<file path="config.mk">
export PLATFORM = sky130hd
export DESIGN_NAME = prga_drop
export DESIGN_NICKNAME = d
export VERILOG_FILES = /design/src/rtl/arc4_pkg.sv /design/src/rtl/prga_drop.sv
export SDC_FILE = /design/constraint.sdc
export NUM_CORES = 1
export LEC_CHECK = 0
export BUFFER_PORTS_ARGS = -buffer_cell sky130_fd_sc_hd__buf_2
export CORE_MARGIN = 8
export CORE_UTILIZATION = 53
export DETAILED_ROUTE_END_ITERATION = 12
export PLACE_DENSITY = 0.74
export SYNTH_ARGS = -nofsm -noshare
export SYNTH_HDL_FRONTEND = slang
export SYNTH_SLANG_ARGS = --single-unit
export TNS_END_PERCENT = 1
</file>
<file path="constraint.sdc">
create_clock -name clk -period 2.4 [get_ports clk]
set_input_delay 0.12 -clock clk [delete_from_list [all_inputs] [get_ports clk]]
set_output_delay 0.12 -clock clk [all_outputs]
set_load 0.005 [all_outputs]
</file>
<file path="src/rtl/arc4_pkg.sv">
// Shared ARC4 definitions: PRGA state encoding, S memory depth, byte type.
package arc4_pkg;

    localparam int unsigned S_DEPTH = 256;

    typedef logic [7:0] byte_t;

    typedef enum logic [3:0] {
        StIdle,
        StRdLen,
        StWrLen,
        StFetchSi,
        StLatchSi,
        StFetchSj,
        StLatchSj,
        StWrSi,
        StWrSj,
        StFetchPad,
        StLatchPad,
        StWrPt
    } prga_state_e;

endpackage

</file>
<file path="src/rtl/prga_drop.sv">
// ARC4 PRGA with RC4-drop[N]: discards DROP_N keystream bytes, then XORs the
// keystream with a length-prefixed ciphertext into a length-prefixed plaintext.
module prga_drop
    import arc4_pkg::*;
#(
    parameter int unsigned DROP_N = 0,
    parameter int unsigned MSG_AW = 8,
    parameter int unsigned CNT_W  = 11
) (
    input  logic              clk,
    input  logic              rst,
    input  logic              en,
    output logic              rdy,
    output logic [7:0]        s_addr,
    input  logic [7:0]        s_rddata,
    output logic [7:0]        s_wrdata,
    output logic              s_wren,
    output logic [MSG_AW-1:0] ct_addr,
    input  logic [7:0]        ct_rddata,
    output logic [MSG_AW-1:0] pt_addr,
    output logic [7:0]        pt_wrdata,
    output logic              pt_wren
);

    // Longest message the pt/ct memories can hold (lengths never exceed a byte).
    localparam int unsigned LenMax = (MSG_AW >= 8) ? 255 : ((1 << MSG_AW) - 1);

    prga_state_e       state_q, state_d;
    logic              rdy_q, rdy_d;
    byte_t             s_addr_q, s_addr_d;
    byte_t             s_wrdata_q, s_wrdata_d;
    logic              s_wren_q, s_wren_d;
    logic [MSG_AW-1:0] ct_addr_q, ct_addr_d;
    logic [MSG_AW-1:0] pt_addr_q, pt_addr_d;
    byte_t             pt_wrdata_q, pt_wrdata_d;
    logic              pt_wren_q, pt_wren_d;
    byte_t             i_q, i_d;
    byte_t             j_q, j_d;
    byte_t             si_q, si_d;
    byte_t             sj_q, sj_d;
    byte_t             len_q, len_d;
    logic [CNT_W-1:0]  cnt_q, cnt_d;
    byte_t             len_sat;

    // Oversized length prefixes clamp to the largest storable message.
    assign len_sat = (32'(ct_rddata) > LenMax) ? byte_t'(LenMax) : ct_rddata;

    // Next-state logic for the FSM and its registered memory-interface outputs.
    always_comb begin
        state_d     = state_q;
        rdy_d       = rdy_q;
        s_addr_d    = s_addr_q;
        s_wrdata_d  = s_wrdata_q;
        s_wren_d    = 1'b0;
        ct_addr_d   = ct_addr_q;
        pt_addr_d   = pt_addr_q;
        pt_wrdata_d = pt_wrdata_q;
        pt_wren_d   = 1'b0;
        i_d         = i_q;
        j_d         = j_q;
        si_d        = si_q;
        sj_d        = sj_q;
        len_d       = len_q;
        cnt_d       = cnt_q;

        unique case (state_q)
            StIdle: begin
                if (en) begin
                    state_d   = StRdLen;
                    rdy_d     = 1'b0;
                    ct_addr_d = '0;
                    i_d       = '0;
                    j_d       = '0;
                    cnt_d     = '0;
                end
            end
            StRdLen: begin
                state_d   = StWrLen;
                pt_addr_d = '0;
                pt_wren_d = 1'b1;
            end
            StWrLen: begin
                len_d = len_sat;
                cnt_d = CNT_W'(1);
                if (len_sat == 8'd0) begin
                    state_d = StIdle;
                    rdy_d   = 1'b1;
                end else begin
                    state_d  = StFetchSi;
                    i_d      = i_q + 8'd1;
                    s_addr_d = i_q + 8'd1;
                end
            end
            StFetchSi: state_d = StLatchSi;
            StLatchSi: begin
                state_d  = StFetchSj;
                si_d     = s_rddata;
                j_d      = j_q + s_rddata;
                s_addr_d = j_q + s_rddata;
            end
            StFetchSj: state_d = StLatchSj;
            StLatchSj: begin
                state_d    = StWrSi;
                sj_d       = s_rddata;
                s_addr_d   = i_q;
                s_wrdata_d = s_rddata;
                s_wren_d   = 1'b1;
            end
            StWrSi: begin
                state_d    = StWrSj;
                s_addr_d   = j_q;
                s_wrdata_d = si_q;
                s_wren_d   = 1'b1;
            end
            StWrSj: begin
                if (cnt_q > CNT_W'(DROP_N)) begin
                    state_d   = StFetchPad;
                    s_addr_d  = si_q + sj_q;
                    ct_addr_d = MSG_AW'(cnt_q - CNT_W'(DROP_N));
                end else begin
                    // Discarded keystream byte: straight on to the next one.
                    state_d  = StFetchSi;
                    cnt_d    = cnt_q + CNT_W'(1);
                    i_d      = i_q + 8'd1;
                    s_addr_d = i_q + 8'd1;
                end
            end
            StFetchPad: state_d = StLatchPad;
            StLatchPad: begin
                state_d     = StWrPt;
                pt_addr_d   = ct_addr_q;
                pt_wrdata_d = s_rddata ^ ct_rddata;
                pt_wren_d   = 1'b1;
            end
            StWrPt: begin
                if (cnt_q == CNT_W'(DROP_N) + CNT_W'(len_q)) begin
                    state_d = StIdle;
                    rdy_d   = 1'b1;
                end else begin
                    state_d  = StFetchSi;
                    cnt_d    = cnt_q + CNT_W'(1);
                    i_d      = i_q + 8'd1;
                    s_addr_d = i_q + 8'd1;
                end
            end
            default: begin
                state_d = StIdle;
                rdy_d   = 1'b1;
            end
        endcase
    end

    // State and output registers with synchronous reset.
    always_ff @(posedge clk) begin
        if (rst) begin
            state_q     <= StIdle;
            rdy_q       <= 1'b1;
            s_addr_q    <= '0;
            s_wrdata_q  <= '0;
            s_wren_q    <= 1'b0;
            ct_addr_q   <= '0;
            pt_addr_q   <= '0;
            pt_wrdata_q <= '0;
            pt_wren_q   <= 1'b0;
            i_q         <= '0;
            j_q         <= '0;
            si_q        <= '0;
            sj_q        <= '0;
            len_q       <= '0;
            cnt_q       <= '0;
        end else begin
            state_q     <= state_d;
            rdy_q       <= rdy_d;
            s_addr_q    <= s_addr_d;
            s_wrdata_q  <= s_wrdata_d;
            s_wren_q    <= s_wren_d;
            ct_addr_q   <= ct_addr_d;
            pt_addr_q   <= pt_addr_d;
            pt_wrdata_q <= pt_wrdata_d;
            pt_wren_q   <= pt_wren_d;
            i_q         <= i_d;
            j_q         <= j_d;
            si_q        <= si_d;
            sj_q        <= sj_d;
            len_q       <= len_d;
            cnt_q       <= cnt_d;
        end
    end

    assign rdy      = rdy_q;
    assign s_addr   = s_addr_q;
    assign s_wrdata = s_wrdata_q;
    assign s_wren   = s_wren_q;
    assign ct_addr  = ct_addr_q;
    assign pt_addr  = pt_addr_q;
    assign pt_wren  = pt_wren_q;
    // The length byte only arrives from ct memory during StWrLen, so pt[0] data is
    // taken straight from the (registered) memory output in that one state.
    assign pt_wrdata = (state_q == StWrLen) ? len_sat : pt_wrdata_q;

endmodule

</file>
==> summary.txt, run 1 <==
Status
  – Status: finished, final reports clean

Worst hold path
  – Worst hold path startpoint: ct_rddata[5]
  – Hold Path Class: in2reg

Logic synthesis
  – Mapped cell area: 5030 um^2
  – Ys async rst share: 0%
  – Cell count after synthesis: 609
  – Synth top area share: 39.0%
  – Adder-Cell Fraction of Synth Area: 5.02%
  – EDFF count, synth: 0
  – Post-synthesis sequential area ratio: 39.0%
  – Most numerous cell in the Yosys netlist: nand2_1
  – Syn avg cell area: 8.26 um^2
  – Synth cell types: 57
  – Most used DFF post-synth: dfxtp_1
  – Compound-Gate Fraction of Synth Area: 21.5%
  – XOR/XNOR share of the synthesized area: 7.66%
  – Post-Synth Simple-Gate Area: 22.1%
  – Commonest cells post-synth: nand2_1, dfxtp_1, nor2_1
  – Synth area leader: dfxtp_1
  – Largest family of logic cells by synthesized area: simple AND/OR/NAND/NOR gates
  – YS warnings: 0
  – Mux share of post-synthesis cell area: 0.597%
  – Ranking of synthesized cells by area: dfxtp_1, nand2_1, xnor2_1
  – Seq cells post-synth: 98
  – Syn Nets: 647

Global route
  – Number of global-route vias before repair: 4443
  – Antenna violations before repair: 0
  – Global route overflow: 0
  – All-Layer GR Usage: 21.9%
  – Pin count of the biggest net entering global routing: 52
  – First-pass GRT wire length: 22.8 mm

Worst setup path
  – Reg-to-reg startpoint: state_q[2]
  – CP Launch Type: flop
  – Arrival time worst endpoint: 2.56 ns
  – Crit Path Class: reg2reg
  – Slowest stage delay, CP: 0.60 ns
  – FF-to-FF setup slack: 0.13 ns
  – Worst Path Max Fanout: 15
  – Slowest cell on the critical path: dfxtp_1
  – Worst path required time: 2.69 ns
  – Reg-to-Reg End: s_addr[5]
  – Cell Chain, Critical Path: clkinv_1 > nor3_1 > buf_4 > a22oi_1 > o21ai_0 > a31oi_1 > a311oi_1
  – Launch point of the worst path: state_q[2]
  – Worst R2R Path Depth: 7
  – Crit. End Element: flop
  – Crit path capture: s_addr[5]

Clock tree
  – Total CTS buffers: 9
  – Htree depth: 3
  – # clock sinks: 98
  – Hold buffer count at cts: 0
  – CTS tree: yes
  – Postcts setup bufs: 0
  – Skew-Pair Late Insertion Delay: 0.38 ns
  – Post_cts resized: 0
  – Clock Tree Buf Depth: 2
  – Clk pin slew, worst setup/hold paths: 0.12 ns
  – Root Driver: clkbuf_8

Floorplan
  – Die area: 12900 um^2
  – Num rows: 35
  – Starting density of the core: 54.4%
  – # IOs: 62
  – Die X: 113 um
  – Die H: 113 um
  – Core ar.: 9240 um^2

STA
  – Final Hold Fails: 0
  – Final Slew Violations: 0
  – Final min period: 2.27 ns
  – Final setup TNS: 0 ns
  – # setup viols final: 0
  – Worst Tran Pin Value: 0.704 ns
  – Worst relative slew slack: 52.6%
  – Clk_skew: 0.0153 ns
  – Min Hold Slack: 0.0204 ns
  – F_max: 441 MHz
  – Unrepaired setup endpoints after global routing: no
  – Fin crit share: 94.4%

Final layout
  – Ant. Diodes: 0
  – Synth-to-layout area growth: 14.6%
  – Share of cells above drive strength 1: 18.0%
  – # nets final: 709
  – Fillers: 808
  – Area occupied by multi-input gates: 2880 um^2
  – Register area: 1960 um^2

Pwr
  – VDD IR max: 341 uV
  – Static leakage: 2.25 nW
  – Final Total Pwr: 3.34 mW
  – P per Cell Area: 580 nW/um^2

Flow run
  – MaxCap Viol Count: 0

Route
  – Vias: 4734
  – DR vias/cell: 5.88
  – WL/cell: 17.3 um
  – Drt initial violations: 384
  – Total Wirelength: 13.9 mm
  – Post-route DRC: 0
  – 1st-pass router iterations: 4
  – Post-route ant nets: 0

Place
  – PortBufs: 61
  – Gpl congestion: 0.913
  – DP Wirelength: 10.3 mm
-- routing by layer --
layer	vias to the layer above	global-route usage [%]	part of all wire, %
met5	-	0	0
met4	0	6.22	1.0
met3	14	3.96	6.4
met2	179	34.3	46
met1	2238	30.1	47
li1	2303	-	-
-- final cells by class --
type                       instances  area share (%)
clock buffer                       9            2.15
clock inverter                     7            1.58
multi-input combinational        462            49.9
sequential                        98            34.0
tap                              129            2.80
timing repair buffer              87            8.68
inverter                          13           0.846
-- power breakdown --
group          total, mW  leakage [nW]  switching [mW]  internal (mW)
Combinational      0.502          1.35           0.308          0.194
Sequential          1.71         0.791          0.0434           1.67
Clock               1.13         0.106           0.705          0.424
-- logic make-up after synthesis --
family | after synthesis
AOI/OAI and AO/OA | 159
xor gates and xnor gates | 44
adders and majority gates | 19
buffers and inverters | 49
DFF | 98
muxes | 3
and+or+nand+nor | 237
-- registers in the layout, indices dropped and copies added (netlist names) --
signal / flops
len_q: 8
i_q: 8
sj_q: 8
j_q: 8
pt_wren: 1
pt_wrdata_q: 8
si_q: 8
s_wren: 1
ct_addr: 8
s_addr: 8
pt_addr: 8
rdy: 1
s_wrdata: 8
cnt_q: 11
state_q: 4
-- per-stage QoR --
step	instances	area (um^2)	setup WS [ns]	utilization [%]
floorplan	609	5030	0.108	-
global placement	789	5550	0.104	60.1
detailed placement	789	5550	0.0973	60.1
CTS	805	5770	0.0547	62.4
global route	805	5770	0.0258	62.4
finish	805	5770	0.135	62.4
-- layout by cell type, fill, tap and decap left out, types with 4 or more instances in the layout --
master    count
a211oi_1     14
a21o_1        6
a21oi_1      49
a222oi_1      4
a22oi_1      22
a311oi_1      5
a31oi_1      13
buf_2        61
buf_4        26
clkbuf_8      9
clkinv_8      4
dfxtp_1      98
ha_1         17
inv_1        11
nand2_1     111
nand2b_1      4
nand3_1      14
nand4_1       5
nor2_1       57
nor3_1        9
nor4_1        4
nor4_2        4
o211ai_1      5
o21ai_0      14
o32ai_1       4
or3_1         6
xnor2_1      38
xor2_1        6
-- worst min-delay path by stage --
stage | to | depth (start not counted) | slack (ns)
after floorplan | si_q[0] | 2 | 0.26
after global placement | si_q[0] | 3 | 0.41
after detailed placement | si_q[0] | 3 | 0.43
after CTS | len_q[5] | 3 | 0.01
after global routing | si_q[0] | 3 | 0.02
final | len_q[5] | 3 | 0.02
-- worst max-delay path, delay by kind of cell (launching register included) --
kind | cells | cell delay, ns
buf+inv | 2 | 0.65
flops | 1 | 0.60
simple gates | 1 | 0.36
compound gates | 4 | 0.56
Power figures use the tool's default switching activity.
==> inputs of run 2 (changes only) <==
Settings changed: CAP_MARGIN set to 0, CORE_ASPECT_RATIO set to 1.1.
==> run 2 against run 1 <==
Net effect: global-route usage fell by 0.36 points; sequential cell count did not move; clock skew rose by 0.0064 ns; first-iteration DRC count rose by 13%; total power fell by 0.69%; critical endpoint is now cnt_q[2]; largest cell class unchanged; sequential share of layout area fell by 0.12 points; core utilization fell by 0.22 points; worst setup slack improved by 0.042 ns; clock-buffer cell count did not move; hold slack improved by 0.0029 ns.
==> summary.txt, run 2 (synthesis results as in run 1) <==
Clock tree
  – CTS tree: yes
  – Post_cts resized: 0 (unchanged)
  – # clock sinks: 98 (unchanged)
  – Skew-Pair Late Insertion Delay: 0.37 ns (about the same)
  – Postcts setup bufs: 0 (unchanged)
  – Total CTS buffers: 9 (unchanged)
  – Clock Tree Buf Depth: 2 (unchanged)
  – Hold buffer count at cts: 0 (unchanged)
  – Clk pin slew, worst setup/hold paths: 0.12 ns (about the same)
  – Root Driver: clkbuf_8
  – Htree depth: 3 (unchanged)

Global route
  – First-pass GRT wire length: 22.7 mm (-0.57%)
  – Number of global-route vias before repair: 4605 (+3.6%)
  – Antenna violations before repair: 0 (unchanged)
  – Global route overflow: 0 (unchanged)
  – All-Layer GR Usage: 21.6% (-0.36 points)
  – Pin count of the biggest net entering global routing: 48 (-7.7%)

Final layout
  – Synth-to-layout area growth: 15.0%
  – Share of cells above drive strength 1: 18.3% (+0.27 points)
  – Most frequent cells in the layout: nand2_1, dfxtp_1, buf_2
  – Flip-flop count of the largest register after layout: 11 (unchanged)
  – Commonest non-fill, non-tap cell in the layout: nand2_1
  – # nets final: 710 (+0.14%)
  – Ant. Diodes: 0 (unchanged)
  – Layout Cells excl Fill: 794 (-1.4%)
  – Most flops, register: cnt_q

Floorplan
  – Num rows: 37 (+5.7%)
  – Die H: 118 um (+4.2%)
  – Die area: 12900 um^2 (about the same)
  – Die X: 109 um (-4.0%)
  – Core ar.: 9310 um^2 (+0.70%)
  – # IOs: 62 (unchanged)
  – Starting density of the core: 54.1% (-0.38 points)

Worst hold path
  – Hold Path Class: in2reg

Place
  – Placed cell count: 778 (-1.4%)
  – DP Wirelength: 10.2 mm (-1.4%)
  – Gpl congestion: 0.933 (+2.2%)
  – PortBufs: 61 (unchanged)
  – Dpl ws: 0.115 ns (+0.0179 ns)

Worst setup path
  – Crit. End Element: flop
  – Worst path bufs/invs: 2 (unchanged)
  – Top delay family on crit path: simple AND/OR/NAND/NOR gates
  – Cell Chain, Critical Path: inv_1 > ha_1 > or4b_4 > o31ai_4 > nand2_2 > buf_4 > nor3b_1 > xnor2_1 > nor2_1
  – Slowest stage delay, CP: 0.48 ns (-0.12 ns)
  – Slowest cell on the critical path: or4b_4
  – Worst Path Max Fanout: 10 (-5)
  – CP Launch Type: flop
  – Arrival time worst endpoint: 2.47 ns (-0.09 ns)
  – Crit Path Class: reg2reg
  – Worst path required time: 2.65 ns (-0.04 ns)

Pwr
  – P per Cell Area: 574 nW/um^2 (-1.0%)
  – Final Total Pwr: 3.32 mW (-0.69%)
  – VDD IR max: 460 uV (+35%)
  – Static leakage: 2.27 nW (+0.75%)

Route
  – Drt initial violations: 435 (+13%)
  – DR vias/cell: 6.05 (+2.8%)
  – Post-route DRC: 0 (unchanged)
  – Post-route ant nets: 0 (unchanged)
  – WL/cell: 17.4 um (+0.74%)
  – 1st-pass router iterations: 5 (+1)
  – Total Wirelength: 13.8 mm (-0.63%)
  – Vias: 4802 (+1.4%)

STA
  – Worst relative slew slack: 55.3% (+2.7 points)
  – Final worst setup slack: 0.177 ns (+0.0419 ns)
  – Worst Tran Pin Value: 0.664 ns (-0.0402 ns)
  – Final setup TNS: 0 ns (unchanged)
  – # setup viols final: 0 (unchanged)
  – Fin crit share: 92.6% (-1.7 points)
  – Final Slew Violations: 0 (unchanged)
  – F_max: 450 MHz (+1.9%)
  – Final Hold Fails: 0 (unchanged)
  – Final min period: 2.22 ns (-0.0419 ns)
  – Clk_skew: 0.0217 ns (+0.00636 ns)
  – Unrepaired setup endpoints after global routing: no

Status
  – Status: finished, final reports clean

Flow run
  – MaxCap Viol Count: 0 (unchanged)
-- run 2: cell types whose count changed in the layout (fill, tap and decap cells not counted), sizes merged --
cell / change
buf: +1
clkinv: -1
inv: +1
-- run 2: final cells by class --
| class | instances | area [um^2] |
|---|---|---|
| Fill cell | 828 | 3520 |
| Multi-Input combinational cell | 462 | 2880 |
| Sequential cell | 98 | 1960 |
| Timing Repair Buffer | 88 | 546 |
| Tap cell | 117 | 146 |
| Clock buffer | 9 | 124 |
| Clock inverter | 7 | 78.8 |
| Inverter | 13 | 48.8 |
-- run 2: power breakdown --
group | total [mW] | internal (mW) | leakage [nW] | switching [mW]
Clock | 1.09 | 0.419 | 0.104 | 0.668
Combinational | 0.522 | 0.207 | 1.37 | 0.314
Sequential | 1.71 | 1.67 | 0.791 | 0.0429
Total | 3.32 | 2.30 | 2.27 | 1.02
-- run 2: metrics by stage --
step | hold WS [ns] | cell area [um^2] | utilization (%)
floorplan | 0.256 | 5030 | -
global placement | 0.422 | 5580 | 60.0
detailed placement | 0.426 | 5580 | 60.0
CTS | 0.0182 | 5780 | 62.1
global route | 0.0276 | 5790 | 62.2
finish | 0.0233 | 5790 | 62.2
-- run 2: final timing paths --
path | startpoint | endpoint | slack (ns) | depth (start not counted)
worst max-delay path | cnt_q[0] | cnt_q[2] | 0.18 | 9
worst max register to register | cnt_q[0] | cnt_q[2] | 0.18 | 9
worst min-delay path | ct_rddata[6] | len_q[6] | 0.02 | 3
worst min register to register | sj_q[4] | sj_q[4] | 0.47 | 2
-- run 2: tightest hold or removal path: stages --
cell	delay [ns]
buf_2	0.12
nand2_1	0.07
a21oi_1	0.05
-- run 2: per-layer routing --
layer	wire length [um]	global-route usage, %	part of all wire, %
met1	5810	26.9	42
met2	6900	36.8	50
met3	846	2.93	6.1
met4	259	7.46	1.9
met5	0	0	0
==> inputs of run 3 (changes only) <==
Settings changed: BUFFER_PORTS_ARGS -buffer_cell sky130_fd_sc_hd__buf_2 to not set, CAP_MARGIN 0 to 20, CORE_UTILIZATION 53 to 57, DONT_BUFFER_PORTS set to 1, PLACE_DENSITY 0.74 to 0.72, RECOVER_POWER set to 50.
==> run 3 against run 2 <==
Net effect: total power rose by 4.2%; first-iteration DRC count fell by 13%; worst setup slack got worse by 0.058 ns; sequential power barely moved; clock power rose by 14%; final cell count fell by 5.7%; maximum frequency fell by 2.6%; sequential cell count did not move; combinational power fell by 4%; critical path type unchanged.
==> summary.txt, run 3 (synthesis results as in run 1) <==
Clock tree
  – Htree depth: 3 (unchanged)
  – Skew-Pair Late Insertion Delay: 0.38 ns (about the same)
  – Clk pin slew, worst setup/hold paths: 0.10 ns (-0.02 ns)
  – Total CTS buffers: 9 (unchanged)
  – CTS tree: yes
  – Clock Tree Buf Depth: 2 (unchanged)
  – Postcts setup bufs: 0 (unchanged)
  – Root Driver: clkbuf_8
  – # clock sinks: 98 (unchanged)

Place
  – Placed cell count: 714 (-8.2%)
  – PortBufs: 0 (-100%)
  – DP Wirelength: 10.1 mm (-0.82%)
  – Gpl congestion: 0.905 (-3.0%)

Status
  – Status: finished, final reports clean

Final layout
  – Most frequent cells in the layout: nand2_1, dfxtp_1, nor2_1
  – Most flops, register: cnt_q
  – Synth-to-layout area growth: 12.8%
  – Flip-flop count of the largest register after layout: 11 (unchanged)
  – # nets final: 667 (-6.1%)
  – Commonest non-fill, non-tap cell in the layout: nand2_1
  – Layout Cells excl Fill: 749 (-5.7%)
  – Share of cells above drive strength 1: 8.99% (-9.3 points)
  – Fin util: 64.9% (+2.7 points)

Floorplan
  – Starting density of the core: 57.6% (+3.5 points)
  – # IOs: 62 (unchanged)
  – Num rows: 36 (-2.7%)
  – Die H: 115 um (-3.1%)
  – Core ar.: 8740 um^2 (-6.1%)
  – Die X: 106 um (-3.0%)
  – Die area: 12100 um^2 (-6.0%)

Flow run
  – MaxCap Viol Count: 0 (unchanged)

Worst setup path
  – Most used cell, CP: or3_1
  – Cell Chain, Critical Path: or3_1 > or3_1 > a211o_1 > nor2_1 > a211oi_1
  – Worst path bufs/invs: 0 (-2)
  – CP Launch Type: flop
  – Worst path required time: 2.63 ns (-0.02 ns)
  – Slowest cell on the critical path: a211o_1
  – Worst Path Max Fanout: 16 (+6)
  – Arrival time worst endpoint: 2.51 ns (+0.04 ns)
  – Crit Path Class: reg2reg
  – Top delay family on crit path: simple AND/OR/NAND/NOR gates
  – Slowest stage delay, CP: 0.51 ns (+0.03 ns)
  – Crit. End Element: flop

Pwr
  – Final Total Pwr: 3.46 mW (+4.2%)
  – Static leakage: 2.03 nW (-10%)
  – P per Cell Area: 609 nW/um^2 (+6.3%)
  – VDD IR max: 314 uV (-32%)

STA
  – Final Hold Fails: 0 (unchanged)
  – Worst relative slew slack: 32.9% (-22 points)
  – Final Slew Violations: 0 (unchanged)
  – Worst Tran Pin Value: 1.01 ns (+0.342 ns)
  – Clk_skew: 0.00839 ns (-0.0133 ns)
  – Final min period: 2.28 ns (+0.0583 ns)
  – Fin crit share: 95.1% (+2.4 points)
  – # setup viols final: 0 (unchanged)
  – Final setup TNS: 0 ns (unchanged)
  – F_max: 438 MHz (-2.6%)

Global route
  – All-Layer GR Usage: 24.5% (+3.0 points)
  – Antenna violations before repair: 0 (unchanged)
  – Pin count of the biggest net entering global routing: 87 (+81%)
  – Global route overflow: 0 (unchanged)
  – First-pass GRT wire length: 23.9 mm (+5.1%)
  – Number of global-route vias before repair: 4650 (+0.98%)

Route
  – Post-route ant nets: 0 (unchanged)
  – Drt initial violations: 378 (-13%)
  – WL/cell: 19.6 um (+12%)
  – 1st-pass router iterations: 5 (unchanged)
  – Post-route DRC: 0 (unchanged)
  – Vias: 4665 (-2.9%)
  – DR vias/cell: 6.23 (+3.0%)
  – Total Wirelength: 14.6 mm (+6.0%)

Worst hold path
  – Hold Path Class: in2reg
[run 3: cell types whose count changed in the layout (fill, tap and decap cells not counted), sizes merged]
cell / delta
diode: +1
clkinvlp: +1
buf: -63
clkinv: -3
bufinv: +2
clkbuf: +4
dlygate4sd3: +17
inv: -1
[run 3: cell type report]
type | instances | area (um^2)
clock buffer | 10 | 128
tap | 114 | 143
multi-input combinational | 462 | 2880
sequential | 98 | 1960
antenna | 1 | 2.50
timing repair buffer | 45 | 414
clock inverter | 6 | 96.3
fill | 756 | 3060
inverter | 13 | 48.8
[run 3: final timing paths]
path | start | to | slack (ns) | depth (start not counted)
setup / recovery | cnt_q[8] | s_addr[2] | 0.12 | 5
hold / removal | rst | cnt_q[7] | 0.007 | 2
setup reg to reg | cnt_q[8] | s_addr[2] | 0.12 | 5
hold reg to reg | sj_q[3] | sj_q[3] | 0.47 | 2
[run 3: worst register-to-register path, cell delays in order, from the launching register on]
cell,delay (ns)
dfxtp_1,0.35
or3_1,0.50
or3_1,0.46
a211o_1,0.51
nor2_1,0.23
a211oi_1,0.08
[run 3: repair_timing]
| item | 4_1_cts | 5_1_grt |
|---|---|---|
| endpoints found under the setup margin | 0 | 6 |
| hold endpoints to repair | 85 | 0 |
| resized for setup | 0 | 2 |
| hold buffers | 18 | 0 |
[run 3: through the flow]
| stage | area, um^2 | setup WS (ns) | hold WS [ns] |
|---|---|---|---|
| after global routing | 5670 | -0.0000446 | 0.00494 |
| after global placement | 5260 | 0.215 | 0.206 |
| after CTS | 5680 | 0.0918 | 0.000247 |
| after detailed placement | 5260 | 0.130 | 0.210 |
| final | 5670 | 0.118 | 0.00747 |
| after floorplan | 5030 | 0.108 | 0.256 |
[run 3: where the power goes]
| part | leakage, nW | switching [mW] | internal [mW] | total, mW |
|---|---|---|---|---|
| Sequential | 0.791 | 0.0466 | 1.67 | 1.72 |
| Combinational | 1.13 | 0.306 | 0.196 | 0.503 |
| Clock | 0.109 | 0.638 | 0.603 | 1.24 |
| Total | 2.03 | 0.991 | 2.47 | 3.46 |
[run 3: metal layers]
metal	track usage, %	up-vias	part of all wire [%]
met5	0	-	0
met4	14.8	0	4.0
met3	5.01	44	7.4
met2	41.2	222	49
met1	28.2	2191	40
li1	-	2208	-
